[src/rtl/exu_trap.sv]
// Trap-entry / mret sequencer for the execute stage: owns the machine trap CSRs
// and issues a one-shot PC redirect with pipeline flush to fetch.
module exu_trap #(
    parameter logic [31:0] MTVEC_RST = 32'h0000_0000
) (
    input  logic        clk,
    input  logic        rst,
    input  logic        hs_ex4tr_vld,
    output logic        hs_ex4tr_rdy,
    input  logic        i_int_ena,
    input  logic [31:0] i_mcause,
    input  logic        i_mret,
    input  logic [31:0] i_pc,
    input  logic [31:0] i_mtval,
    output logic        o_redir_vld,
    input  logic        hs_redir_rdy,
    output logic [31:0] o_redir_pc,
    output logic        o_flush,
    output logic        o_mie,
    input  logic [11:0] i_csr_addr,
    input  logic        i_csr_wen,
    input  logic [31:0] i_csr_wdata,
    output logic [31:0] o_csr_rdata
);

    typedef enum logic {
        S_IDLE  = 1'b0,
        S_REDIR = 1'b1
    } state_t;

    localparam logic [11:0] CSR_MSTATUS = 12'h300;
    localparam logic [11:0] CSR_MTVEC   = 12'h305;
    localparam logic [11:0] CSR_MEPC    = 12'h341;
    localparam logic [11:0] CSR_MCAUSE  = 12'h342;
    localparam logic [11:0] CSR_MTVAL   = 12'h343;

    state_t      r_state;
    state_t      w_state_nxt;
    logic        r_mie;
    logic        r_mpie;
    logic [31:0] r_mtvec;
    logic [31:0] r_mepc;
    logic [31:0] r_mcause;
    logic [31:0] r_mtval;
    logic [31:0] r_redir_pc;

    logic        w_accept;
    logic        w_trap;
    logic        w_mret;
    logic [31:0] w_mtvec_base;
    logic [31:0] w_trap_tgt;
    logic        w_wr_mstatus;
    logic        w_wr_mtvec;
    logic        w_wr_mepc;
    logic        w_wr_mcause;
    logic        w_wr_mtval;

    assign hs_ex4tr_rdy = (r_state == S_IDLE);
    assign o_redir_vld  = (r_state == S_REDIR);
    assign o_flush      = o_redir_vld;
    assign o_redir_pc   = r_redir_pc;
    assign o_mie        = r_mie;

    // Trap takes priority when both trap and mret are flagged.
    assign w_accept = hs_ex4tr_vld & hs_ex4tr_rdy;
    assign w_trap   = w_accept & i_int_ena;
    assign w_mret   = w_accept & ~i_int_ena & i_mret;

    assign w_mtvec_base = {r_mtvec[31:2], 2'b00};
    assign w_trap_tgt   = ((r_mtvec[1:0] == 2'b01) && i_mcause[31])
                        ? w_mtvec_base + {i_mcause[29:0], 2'b00}
                        : w_mtvec_base;

    assign w_wr_mstatus = i_csr_wen && (i_csr_addr == CSR_MSTATUS);
    assign w_wr_mtvec   = i_csr_wen && (i_csr_addr == CSR_MTVEC);
    assign w_wr_mepc    = i_csr_wen && (i_csr_addr == CSR_MEPC);
    assign w_wr_mcause  = i_csr_wen && (i_csr_addr == CSR_MCAUSE);
    assign w_wr_mtval   = i_csr_wen && (i_csr_addr == CSR_MTVAL);

    always_comb begin
        w_state_nxt = r_state;
        case (r_state)
            S_IDLE:  if (w_trap || w_mret) w_state_nxt = S_REDIR;
            S_REDIR: if (hs_redir_rdy)     w_state_nxt = S_IDLE;
            default: w_state_nxt = S_IDLE;
        endcase
    end

    always_ff @(posedge clk) begin
        if (rst) r_state <= S_IDLE;
        else     r_state <= w_state_nxt;
    end

    // Hardware trap/mret updates override a same-edge software write to the same CSR.
    always_ff @(posedge clk) begin
        if (rst) begin
            r_mie      <= 1'b0;
            r_mpie     <= 1'b0;
            r_mtvec    <= MTVEC_RST;
            r_mepc     <= '0;
            r_mcause   <= '0;
            r_mtval    <= '0;
            r_redir_pc <= '0;
        end else begin
            if (w_trap) begin
                r_mpie <= r_mie;
                r_mie  <= 1'b0;
            end else if (w_mret) begin
                r_mie  <= r_mpie;
                r_mpie <= 1'b1;
            end else if (w_wr_mstatus) begin
                r_mie  <= i_csr_wdata[3];
                r_mpie <= i_csr_wdata[7];
            end

            if (w_wr_mtvec) r_mtvec <= i_csr_wdata;

            if (w_trap)         r_mepc <= {i_pc[31:2], 2'b00};
            else if (w_wr_mepc) r_mepc <= {i_csr_wdata[31:2], 2'b00};

            if (w_trap)           r_mcause <= i_mcause;
            else if (w_wr_mcause) r_mcause <= i_csr_wdata;

            if (w_trap)          r_mtval <= i_mtval;
            else if (w_wr_mtval) r_mtval <= i_csr_wdata;

            if (w_trap)      r_redir_pc <= w_trap_tgt;
            else if (w_mret) r_redir_pc <= r_mepc;
        end
    end

    always_comb begin
        o_csr_rdata = '0;
        case (i_csr_addr)
            CSR_MSTATUS: o_csr_rdata = {19'd0, 2'b11, 3'd0, r_mpie, 3'd0, r_mie, 3'd0};
            CSR_MTVEC:   o_csr_rdata = r_mtvec;
            CSR_MEPC:    o_csr_rdata = r_mepc;
            CSR_MCAUSE:  o_csr_rdata = r_mcause;
            CSR_MTVAL:   o_csr_rdata = r_mtval;
            default:     o_csr_rdata = '0;
        endcase
    end

endmodule

[config.mk]
export PLATFORM = sky130hd
export DESIGN_NAME = exu_trap
export DESIGN_NICKNAME = d
export VERILOG_FILES = /design/src/rtl/exu_trap.sv
export SDC_FILE = /design/constraint.sdc
export NUM_CORES = 1
export LEC_CHECK = 0
export ABC_AREA = 1
export CAP_MARGIN = 20
export CORE_ASPECT_RATIO = 1.75
export CORE_MARGIN = 2
export CORE_UTILIZATION = 40
export CTS_CLUSTER_DIAMETER = 30
export CTS_CLUSTER_SIZE = 12
export DETAILED_ROUTE_END_ITERATION = 7
export GPL_ROUTABILITY_DRIVEN = 0
export GPL_TIMING_DRIVEN = 1
export MAX_ROUTING_LAYER = met4
export PLACE_DENSITY = 0.66
export SLEW_MARGIN = 10
export SYNTH_ARGS = -nofsm -noshare
export SYNTH_HDL_FRONTEND = slang
export SYNTH_SLANG_ARGS = --single-unit
export TNS_END_PERCENT = 100
[constraint.sdc]
create_clock -name clk -period 4.2 [get_ports clk]
set_clock_uncertainty 0.05 [all_clocks]
set_input_delay 0.84 -clock clk [delete_from_list [all_inputs] [get_ports clk]]
set_output_delay 0.84 -clock clk [all_outputs]
set_load 0.01 [all_outputs]
==> results_dict.tcl <==
set metrics [dict create \
    slowest_delay_ps 560 \
    area_growth_pct 32.50 \
    htreeDepth 4 \
    tightest_slew_ps 758.3 \
    cts-resized-gates 0 \
    vdd.ir_drop.worst_v 0.0002653 \
    cts.sinks 159 \
    reg2reg_depth 9 \
    vias 10890 \
    drv_cap 0 \
    synth_cells 1494 \
    preCtsSetupSlack_ps 197.5 \
    cp-endpoint "o_csr_rdata[12]" \
    cp_cell_sequence "clkdlybuf4s50_1 > or2_1 > nor3_4 > buf_12 > nand3_1 > o21ai_0 > a31oi_1 > nand3_1 > clkdlybuf4s50_1" \
    dieHeight_um 208.7 \
    wl_mm 36.34 \
    dieArea_sq_um 25260 \
    fin_nets 1837 \
    most-common-layout-cells "nand2_1 (392), clkdlybuf4s50_1 (210), o21ai_0 (186)" \
    io_pins 215 \
    grt_pass1_wl_mm 56.55 \
    grt_setup_unrepaired "no" \
    slew_headroom_pct 49.37 \
    postRouteAntennaNets 0 \
    syn_avg_cell_area_sq_um 6.413 \
    path_max_fanout 9 \
    grt_max_degree 64 \
    placementRows 75 \
    critical_path_class "in -> out" \
    ys.warnings.count 0 \
    layout_commonest_cell "nand2_1" \
    r2r_slack_ps 1890 \
    coreArea_sq_um 23740 \
    cts_tree "done" \
    ctsHoldBuffers 0 \
    cts_buffers 17 \
    clock_path_buffers 2 \
    p_leak_uw 0.005187 \
    maxSlewViolCount 0 \
    detail_route.iter0.violations 740 \
    ys_ff_latch 159 \
    fin_crit_sh_pct 95.73 \
    synth_top_area_cell "dfxtp_1" \
    wire_per_inst_um 18.34 \
    clk_pin_slew_ps 60 \
    antenna_found_initial 1 \
    initial_core_util_pct 40.36 \
    cts_setup_buffers 0 \
    synth.area.top_cells "dfxtp_1 (33%), nand2_1 (15%), o21ai_0 (9.7%), nand3_1 (6.8%), a21oi_1 (6.3%)" \
    tns_ps 0 \
    first_pass_iters 6 \
    synth.distinct_cells 38 \
    grt-ovfl-total 0 \
    setup_viol 0 \
    hp-class "reg -> reg" \
    p_per_area_nw_per_um2 315.3 \
    slowest_stage "clkdlybuf4s50_1" \
    clockRootBuffer "clkbuf_16" \
    grt.total_usage_pct 29.47 \
    hold_viol 0 \
    crit_path_end_kind "primary output" \
    drcViolationCount 0 \
    r2r-end "o_redir_pc[14]" \
    layout_setup_ws_ps 179.3 \
    crit_start "i_csr_addr[3]" \
    cp-start-kind "input port" \
    fmax_ghz 0.2487 \
    post-dp-hpwl_mm 26.60 \
    cp.required_ps 3310 \
    grt_pass1_vias 10650 \
    vias_per_cell 5.495 \
    final_layout_size_suffix_gt1_share_pct 4.246 \
    yosys.area.top_type_share_pct 33.22 \
    die_w_um 121.0 \
    port_buffers 210 \
    finalCriticalPeriod_ps 4021 \
    crit_arrival_ps 3130 \
    clkLatencyLatePin_ps 440 \
    ys_seq_area_share_pct 33.22 \
    r2r_start "r_mtvec[2]" \
    outcome "complete, no violations" \
    synth_area_sq_um 9582 \
]
-- critical path: cells and delay by family --
| family | cells | cell delay (ps) |
|---|---|---|
| AO/OA/AOI/OAI | 2 | 170 |
| buffers and inverters | 3 | 1170 |
| AND/OR/NAND/NOR | 4 | 930 |
-- layer usage --
metal	wire, um	global-route usage [%]	vias up	share of wire, %
li1	-	-	5365	-
met1	13640	31.73	4939	38
met2	18740	51.74	472	52
met3	2134	4.531	109	5.9
met4	1823	14.68	0	5.0
met5	0	-	-	0
-- cells by family (layout without fill, tap and decap cells) --
logic type | after synthesis | after routing | synth area share [%]
fa+ha+maj | 30 | 30 | 3.996
simple gates | 623 | 623 | 27.10
compound gates | 423 | 423 | 24.39
flops | 159 | 159 | 33.22
other cells | 1 | 3 | 0.03914
xor+xnor | 14 | 14 | 1.280
buf+inv | 244 | 421 | 9.976
-- power by group --
group / switching [uW] / total (uW) / internal [uW]
combinational: 345 / 621 / 277
clock: 648 / 1730 / 1080
sequential: 52.2 / 1650 / 1600
-- sequential cells by signal, summed over array words and instances, names as in the netlist --
register	flops
r_mtvec	32
r_mtval	32
o_mie	1
r_mepc	30
r_mpie	1
o_flush	1
r_mcause	32
o_redir_pc	30
-- how the worst min path moves through the flow --
stage	from	endpoint	slack (ps)	cells past startpoint
2_1_floorplan	r_mcause[31]	r_mcause[31]	390	2
3_3_place_gp	r_mcause[31]	r_mcause[31]	410	2
3_5_place_dp	r_mcause[31]	r_mcause[31]	410	2
4_1_cts	r_mcause[31]	r_mcause[31]	420	2
5_1_grt	r_mcause[31]	r_mcause[31]	430	2
6_report	o_redir_pc[8]	o_redir_pc[8]	420	2
-- cell type report --
class	count	area (sq um)
fill	2418	11050
multi-input combinational	1092	5463
sequential	159	3183
timing repair buffer	235	2435
inverter	155	581.8
clock buffer	21	460.4
tap	308	385.4
clock inverter	10	185.2
antenna	1	2.502
-- stage by stage --
stage	cells	power, uW	instance area (sq um)	util, %	hold WS, ps
2_1_floorplan	1495	1966	9585	-	389.8
3_3_place_gp	1948	2284	12030	50.68	405.8
3_5_place_dp	1949	2293	12050	50.75	410.9
4_1_cts	1980	4012	12690	53.47	417.7
5_1_grt	1981	4142	12700	53.48	434.5
6_report	1981	4003	12700	53.48	423.0
-- synth_stat cells (all sizes together) --
cell type,count
inv,154
xnor2,6
a21oi,121
nand3,131
a21o,2
nand4,6
and2,4
o22ai,1
buf,28
fa,1
xor2,8
dfxtp,159
clkinv,1
nor2,74
nor3,6
a31oi,66
or2,1
nand2,396
nand3b,2
nor4,3
clkbuf,61
o21bai,3
o211ai,3
ha,29
o2111ai,27
a311oi,1
conb,1
o21ai,199
(Power assumes the default switching activity.)
